**src/rtl/pg_loader.sv**
```systemverilog
// rtl/pg_loader.sv - byte-serial program loader feeding the core programming port
//
// Receives a framed image (A5, N lo, N hi, N words low byte first, optional
// checksum) and writes each word through pg/pg_instr while holding the core
// in reset with boot_addr steering its PC to the word's address.
//
// Optional feature macro: PGLD_CHECKSUM_EN (adds a trailing XOR checksum byte).
//
// Ports:
//   clk, rst            clock, synchronous active-high reset
//   rx_data/rx_valid    incoming byte stream
//   rx_ready            loader can accept a byte
//   pg_instr, pg        instruction word and one-cycle write strobe
//   boot_addr           core reset vector (instrAddr)
//   cpu_rstz            core reset, low while loading
//   busy, done, err     frame in progress / core running / frame rejected

module pg_loader #(
    parameter logic [15:0] BASE_ADDR = 16'h0000,
    parameter int unsigned MAX_WORDS = 2048
) (
    input  logic        clk,
    input  logic        rst,
    input  logic [7:0]  rx_data,
    input  logic        rx_valid,
    output logic        rx_ready,
    output logic [15:0] pg_instr,
    output logic        pg,
    output logic [15:0] boot_addr,
    output logic        cpu_rstz,
    output logic        busy,
    output logic        done,
    output logic        err
);

    localparam logic [7:0]  SYNC_BYTE = 8'hA5;
    localparam logic [16:0] MAX_N     = 17'(MAX_WORDS);

    typedef enum logic [3:0] {
        S_IDLE, S_HDR_LO, S_HDR_HI, S_DATA_LO, S_DATA_HI,
        S_CSUM, S_BOOT, S_RUN, S_ERR
    } state_t;

    state_t      state, state_nxt;
    logic [7:0]  len_lo;
    logic [7:0]  lo_byte;
    logic [15:0] word_cnt;
    logic        xfer;
    logic [15:0] hdr_len;
    logic        len_bad;
    logic        last_word;
`ifdef PGLD_CHECKSUM_EN
    logic [7:0]  csum;
`endif

    assign xfer      = rx_valid && rx_ready;
    assign hdr_len   = {rx_data, len_lo};
    assign len_bad   = (hdr_len == 16'd0) || ({1'b0, hdr_len} > MAX_N);
    assign last_word = (word_cnt == 16'd1);

    always_comb begin
        state_nxt = state;
        rx_ready  = 1'b0;
        case (state)
            S_IDLE: begin
                rx_ready = 1'b1;
                if (rx_valid && rx_data == SYNC_BYTE) state_nxt = S_HDR_LO;
            end
            S_HDR_LO: begin
                rx_ready = 1'b1;
                if (rx_valid) state_nxt = S_HDR_HI;
            end
            S_HDR_HI: begin
                rx_ready = 1'b1;
                if (rx_valid) state_nxt = len_bad ? S_ERR : S_DATA_LO;
            end
            S_DATA_LO: begin
                rx_ready = 1'b1;
                if (rx_valid) state_nxt = S_DATA_HI;
            end
            S_DATA_HI: begin
                rx_ready = 1'b1;
                if (rx_valid) begin
`ifdef PGLD_CHECKSUM_EN
                    state_nxt = last_word ? S_CSUM : S_DATA_LO;
`else
                    state_nxt = last_word ? S_BOOT : S_DATA_LO;
`endif
                end
            end
`ifdef PGLD_CHECKSUM_EN
            S_CSUM: begin
                rx_ready = 1'b1;
                if (rx_valid) state_nxt = (rx_data == csum) ? S_BOOT : S_ERR;
            end
`endif
            S_BOOT:  state_nxt = S_RUN;
            S_RUN:   state_nxt = S_RUN;
            S_ERR:   state_nxt = S_ERR;
            default: state_nxt = S_IDLE;
        endcase
        if (rst) rx_ready = 1'b0;
    end

    always_ff @(posedge clk) begin
        if (rst) begin
            state     <= S_IDLE;
            pg        <= 1'b0;
            pg_instr  <= 16'h0000;
            boot_addr <= BASE_ADDR;
            cpu_rstz  <= 1'b0;
            len_lo    <= 8'h00;
            lo_byte   <= 8'h00;
            word_cnt  <= 16'h0000;
`ifdef PGLD_CHECKSUM_EN
            csum      <= 8'h00;
`endif
        end else begin
            state    <= state_nxt;
            pg       <= 1'b0;
            // Core leaves reset exactly when the loader enters RUN.
            cpu_rstz <= (state_nxt == S_RUN);
            if (xfer) begin
                case (state)
                    S_IDLE: begin
                        if (rx_data == SYNC_BYTE) boot_addr <= BASE_ADDR;
                    end
                    S_HDR_LO: begin
                        len_lo <= rx_data;
`ifdef PGLD_CHECKSUM_EN
                        csum   <= rx_data;
`endif
                    end
                    S_HDR_HI: begin
                        word_cnt <= hdr_len;
`ifdef PGLD_CHECKSUM_EN
                        csum     <= csum ^ rx_data;
`endif
                    end
                    S_DATA_LO: begin
                        lo_byte <= rx_data;
`ifdef PGLD_CHECKSUM_EN
                        csum    <= csum ^ rx_data;
`endif
                    end
                    S_DATA_HI: begin
                        // The core samples boot_addr one cycle late, so the
                        // pulse issued next cycle still sees this word's address.
                        pg_instr  <= {rx_data, lo_byte};
                        pg        <= 1'b1;
                        word_cnt  <= word_cnt - 16'd1;
                        boot_addr <= last_word ? BASE_ADDR : boot_addr + 16'd2;
`ifdef PGLD_CHECKSUM_EN
                        csum      <= csum ^ rx_data;
`endif
                    end
                    default: ;
                endcase
            end
        end
    end

    assign busy = (state == S_HDR_LO) || (state == S_HDR_HI) ||
                  (state == S_DATA_LO) || (state == S_DATA_HI) ||
                  (state == S_CSUM) || (state == S_BOOT);
    assign done = (state == S_RUN);
    assign err  = (state == S_ERR);

endmodule
```
**config.mk**
```make
export PLATFORM = sky130hd
export DESIGN_NAME = pg_loader
export DESIGN_NICKNAME = d
export VERILOG_FILES = /design/src/rtl/pg_loader.sv
export SDC_FILE = /design/constraint.sdc
export NUM_CORES = 1
export LEC_CHECK = 0
export ABC_AREA = 1
export CELL_PAD_IN_SITES_DETAIL_PLACEMENT = 0
export CELL_PAD_IN_SITES_GLOBAL_PLACEMENT = 1
export CORE_MARGIN = 2
export CORE_UTILIZATION = 35
export CTS_BUF_LIST = sky130_fd_sc_hd__clkbuf_8
export CTS_CLUSTER_DIAMETER = 150
export DETAILED_ROUTE_END_ITERATION = 12
export DONT_BUFFER_PORTS = 1
export PLACE_DENSITY_LB_ADDON = 0.1
export SETUP_SLACK_MARGIN = 0.05
export SYNTH_ARGS = -nofsm -noshare
export SYNTH_HDL_FRONTEND = slang
export SYNTH_SLANG_ARGS = --single-unit
```
**constraint.sdc**
```tcl
create_clock -name clk -period 1.9 [get_ports clk]
set_input_delay 0.38 -clock clk [delete_from_list [all_inputs] [get_ports clk]]
set_output_delay 0.38 -clock clk [all_outputs]
set_load 0.03 [all_outputs]
```
==> qor.log, run 1 <==
qor: floorplan.number_of_i_o_pins 49
qor: floorplan.die_width 103.5 um
qor: logic_synthesis.synth_edf_count 0
qor: clocking.cts_hold_fix_bufs 0
qor: floorplan.fp.dieH 103.5 um
qor: floorplan.core_area 9684 um2
qor: setup_path.timing.rr.start state[1]$_SDFF_PP0_
qor: route.route.detailed.drc 0
qor: global_routing.pin_count_of_the_biggest_net_entering_global_routing 47
qor: pwr.power-per-cell-area 637.6 nW/um2
qor: route.route.final.wire_length 9713 um
qor: flow_run.drv.max_cap_violation_count 0
qor: placed_design.placedInstanceArea 3744 um2
qor: clocking.clock-sinks 69
qor: global_routing.globalRoute.totalOverflow 0
qor: logic_synthesis.post_synth_fa_ha_maj_area_fraction 0.01084
qor: logic_synthesis.synth_largest_type_area_fraction 0.3988
qor: route.dr.pass1.iters 4
qor: placed_design.count_of_port_buffers_added_during_placement 0
qor: setup_path.worstPathArrival 1.35 ns
qor: logic_synthesis.ys_warn_count 0
qor: route.route.detailed.vias_per_inst 4.898
qor: timing.hold_viol 0
qor: setup_path.worst-r2r-cell-count 8
qor: cells_and_area.flow.area_growth_from_synthesis 13.80%
qor: route.initialDrtViolationCount 110
qor: setup_path.timing.critical_path.from state[3]$_SDFF_PP0_
qor: pwr.worst_ir_drop_vdd 0.3473 mV
qor: clocking.cts.repair_timing.setup_buffer_count 0
qor: cells_and_area.n_fill_cell 1,085
qor: setup_path.worst_path_max_delay_cell sky130_fd_sc_hd__dfxtp_2
qor: route.drt-wirelength-per-cell 14.37 um
qor: setup_path.crit_path_max_incr_delay 0.37 ns
qor: cells_and_area.multi_input_comb_area 1813 um2
qor: setup_path.ff2ff_setup_slack 0.21 ns
qor: hold_path.timing.hold.worst.class in2reg
qor: setup_path.worst_r2r_endpoint word_cnt[3]$_SDFFE_PP0P_
qor: clocking.tritoncts_clock_tree done
qor: logic_synthesis.synth_area_in_simple_gates 0.3183
qor: floorplan.start_util 0.3576
qor: floorplan.core.rowCount 36
qor: logic_synthesis.synth_top_cell_by_area sky130_fd_sc_hd__dfxtp_1
qor: route.vias 3,311
qor: setup_path.path_max_fanout 6
qor: setup_path.timing.critical_path.mode_cell sky130_fd_sc_hd__nand2_2
qor: timing.grt_setup_unrepaired yes
qor: global_routing.first_global_vias 3,130
qor: pwr.power_leakage 0.001569 uW
qor: logic_synthesis.mux_share_of_post_synthesis_cell_area 0
qor: timing.fin_setup_tns 0 ns
qor: timing.finalSetupViolCount 0
qor: route.ant_nets 0
qor: setup_path.setup.worst_path.start_class flip-flop
qor: logic_synthesis.synthesis.instances 515
qor: setup_path.worstPathCellList inv_1, nand2_2, nand2_2, nand2_2, clkinvlp_4
qor: logic_synthesis.leading_cell_type_by_number_of_instances_after_synthesis sky130_fd_sc_hd__nand2_1
qor: logic_synthesis.synth_commonest_cells sky130_fd_sc_hd__nand2_1, sky130_fd_sc_hd__nor2_1, sky130_fd_sc_hd__dfxtp_1
qor: setup_path.critical_path_class reg2out
qor: placed_design.hpwlAfterDp 7155 um
qor: logic_synthesis.synth_fp_nets 529
qor: cells_and_area.drive_above_1_share 0.1308
qor: clocking.clockBufferDepth 2
qor: timing.max_freq 577.1 MHz
qor: clocking.ctsResizeCount 2
qor: logic_synthesis.synth-async-reset-ratio 0
qor: logic_synthesis.synth_xor_xnor_area_share 0.01264
qor: clocking.clk_transition_reported_paths 0.08 ns
qor: timing.timing.final.crit_period 1.733 ns
qor: logic_synthesis.synth-compound-area-share 0.1720
qor: logic_synthesis.ys_types 35
qor: cells_and_area.utilization 0.4070
qor: clocking.cts-buffers-inserted 9
qor: logic_synthesis.ys.flop_type sky130_fd_sc_hd__dfxtp_1
qor: clocking.worst_skew_pair.late_latency 0.35 ns
qor: placed_design.gp_congestion 0.8063
qor: setup_path.cp.required 1.52 ns
qor: cells_and_area.design.final.nets 552
qor: clocking.cts_max_level 3
qor: logic_synthesis.netlist_area 3463 um2
qor: floorplan.total_die_area 10,710 um2
qor: clocking.cts_root_buf sky130_fd_sc_hd__clkbuf_8
qor: timing.timing.final.crit_share 0.9119
qor: cells_and_area.layout.area.seq 1383 um2
qor: setup_path.worstSetupEndpointType output pin
qor: cells_and_area.finish.instance_area 3941 um2
qor: logic_synthesis.yosys_register_bits 69
qor: logic_synthesis.synth.top_cells.by_area sky130_fd_sc_hd__dfxtp_1, sky130_fd_sc_hd__nand2_1, sky130_fd_sc_hd__a21oi_1
qor: logic_synthesis.synth_top_family_by_area simple AND/OR/NAND/NOR gates
qor: global_routing.grt_first_pass_wirelength 15,640 um
qor: logic_synthesis.postSynthAreaPerCell 6.725 um2
qor: outcome.run_status complete, no violations
qor: global_routing.overall_global_routing_usage 0.1922
qor: global_routing.grt_antenna_before_repair 0
qor: logic_synthesis.synth_seq_area_share 0.3988
qor: cells_and_area.antenna_cells_inserted 0
qor: setup_path.crit_end rx_ready
qor: timing.skew 0.01015 ns
qor: timing.slew_violations 0
-- flip-flops by register name, indices dropped and copies added (netlist names) --
signal	count
boot_addr	15
cpu_rstz	1
len_lo	8
lo_byte	8
pg	1
pg_instr	16
state	4
word_cnt	16
-- through the flow --
stage	hold slack (ns)	power [uW]	setup WS [ns]	std cells
4_1_cts	0.07892	2559	0.08834	676
3_5_place_dp	0.4504	1543	0.09410	660
3_3_place_gp	0.4456	1543	0.1170	660
5_1_grt	0.07630	2620	0.01465	676
2_1_floorplan	0.4392	1543	0.1437	515
6_report	0.09402	2513	0.1673	676
-- where the power goes --
group          leakage, uW  switching (uW)  internal [uW]  total, uW
clock network    0.0000911             549            454       1000
logic             0.000922            44.1           20.2       64.3
registers         0.000556           0.157           1450       1450
total              0.00157             593           1920       2510
-- worst min path at each step --
stage	from	end	slack, ns	depth (start not counted)
finish	rst	state[3]$_SDFF_PP0_	0.09	1
global placement	lo_byte[1]$_SDFFE_PP0P_	lo_byte[1]$_SDFFE_PP0P_	0.45	2
detailed placement	lo_byte[5]$_SDFFE_PP0P_	lo_byte[5]$_SDFFE_PP0P_	0.45	2
CTS	rst	state[3]$_SDFF_PP0_	0.08	1
floorplan	lo_byte[6]$_SDFFE_PP0P_	pg_instr[6]$_SDFFE_PP0P_	0.44	2
global route	rst	state[3]$_SDFF_PP0_	0.08	1
-- routing by layer --
layer	wire [um]	part of all wire	GRT usage
met5	0	0	0
met4	145	0.015	0.06680
met3	404	0.042	0.04503
met2	4683	0.48	0.3226
met1	4479	0.46	0.2417
-- placed cells by master, fill, tap and decap left out --
| cell type | instances |
|---|---|
| sky130_fd_sc_hd__nand2_1 | 123 |
| sky130_fd_sc_hd__nor2_1 | 71 |
| sky130_fd_sc_hd__dfxtp_1 | 68 |
| sky130_fd_sc_hd__a21oi_1 | 62 |
| sky130_fd_sc_hd__inv_1 | 42 |
| sky130_fd_sc_hd__o21ai_0 | 35 |
| sky130_fd_sc_hd__buf_4 | 33 |
| sky130_fd_sc_hd__nand3_1 | 30 |
| sky130_fd_sc_hd__nor3_1 | 9 |
| sky130_fd_sc_hd__nand4_1 | 9 |
| sky130_fd_sc_hd__clkbuf_8 | 9 |
| sky130_fd_sc_hd__nand2_2 | 5 |
| sky130_fd_sc_hd__nor2_2 | 4 |
| sky130_fd_sc_hd__clkinv_2 | 4 |
| sky130_fd_sc_hd__nor2_4 | 3 |
| sky130_fd_sc_hd__clkinvlp_4 | 3 |
| sky130_fd_sc_hd__xor2_1 | 3 |
| sky130_fd_sc_hd__ha_1 | 3 |
| sky130_fd_sc_hd__inv_2 | 2 |
| sky130_fd_sc_hd__nand2_4 | 2 |
| sky130_fd_sc_hd__a31oi_1 | 2 |
| sky130_fd_sc_hd__a211oi_1 | 2 |
| sky130_fd_sc_hd__o211ai_1 | 2 |
| sky130_fd_sc_hd__o21ai_1 | 2 |
| sky130_fd_sc_hd__xnor2_1 | 2 |
| sky130_fd_sc_hd__o21a_1 | 2 |
| sky130_fd_sc_hd__a21oi_2 | 2 |
| sky130_fd_sc_hd__and3_1 | 1 |
| sky130_fd_sc_hd__o21ai_2 | 1 |
| sky130_fd_sc_hd__nor3_4 | 1 |
| sky130_fd_sc_hd__a22o_1 | 1 |
| sky130_fd_sc_hd__o21bai_1 | 1 |
| sky130_fd_sc_hd__nor3b_1 | 1 |
| sky130_fd_sc_hd__nor3_2 | 1 |
| sky130_fd_sc_hd__conb_1 | 1 |
| sky130_fd_sc_hd__dfxtp_2 | 1 |
-- area by class of cell --
type                       count  area share
clock buffer                   9     0.03143
clock inverter                 7    0.008889
inverter                      44     0.04381
multi-input combinational    381      0.4600
sequential                    69      0.3508
tap                          133     0.04222
timing repair buffer          33     0.06286
-- kinds of logic (layout without fill, tap and decap cells) --
family,Yosys count,in the layout
compound gates,112,112
flops,69,69
fa+ha+maj,3,3
simple gates,260,260
buf+inv,65,93
xor+xnor,5,5
other cells,1,1
-- worst max-delay path: cells and delay by family (launching register included) --
kind | cells | cell delay, ns
buffers and inverters | 2 | 0.30
DFF | 1 | 0.37
and+or+nand+nor | 3 | 0.34
Note: power is estimated with default switching activity, not from simulation.
==> run 2: changes to the inputs <==
CAP_MARGIN = 10   (was unset)
==> results of run 2 <==
No change in the layout: final DEF, timing and power equal those of run 1.
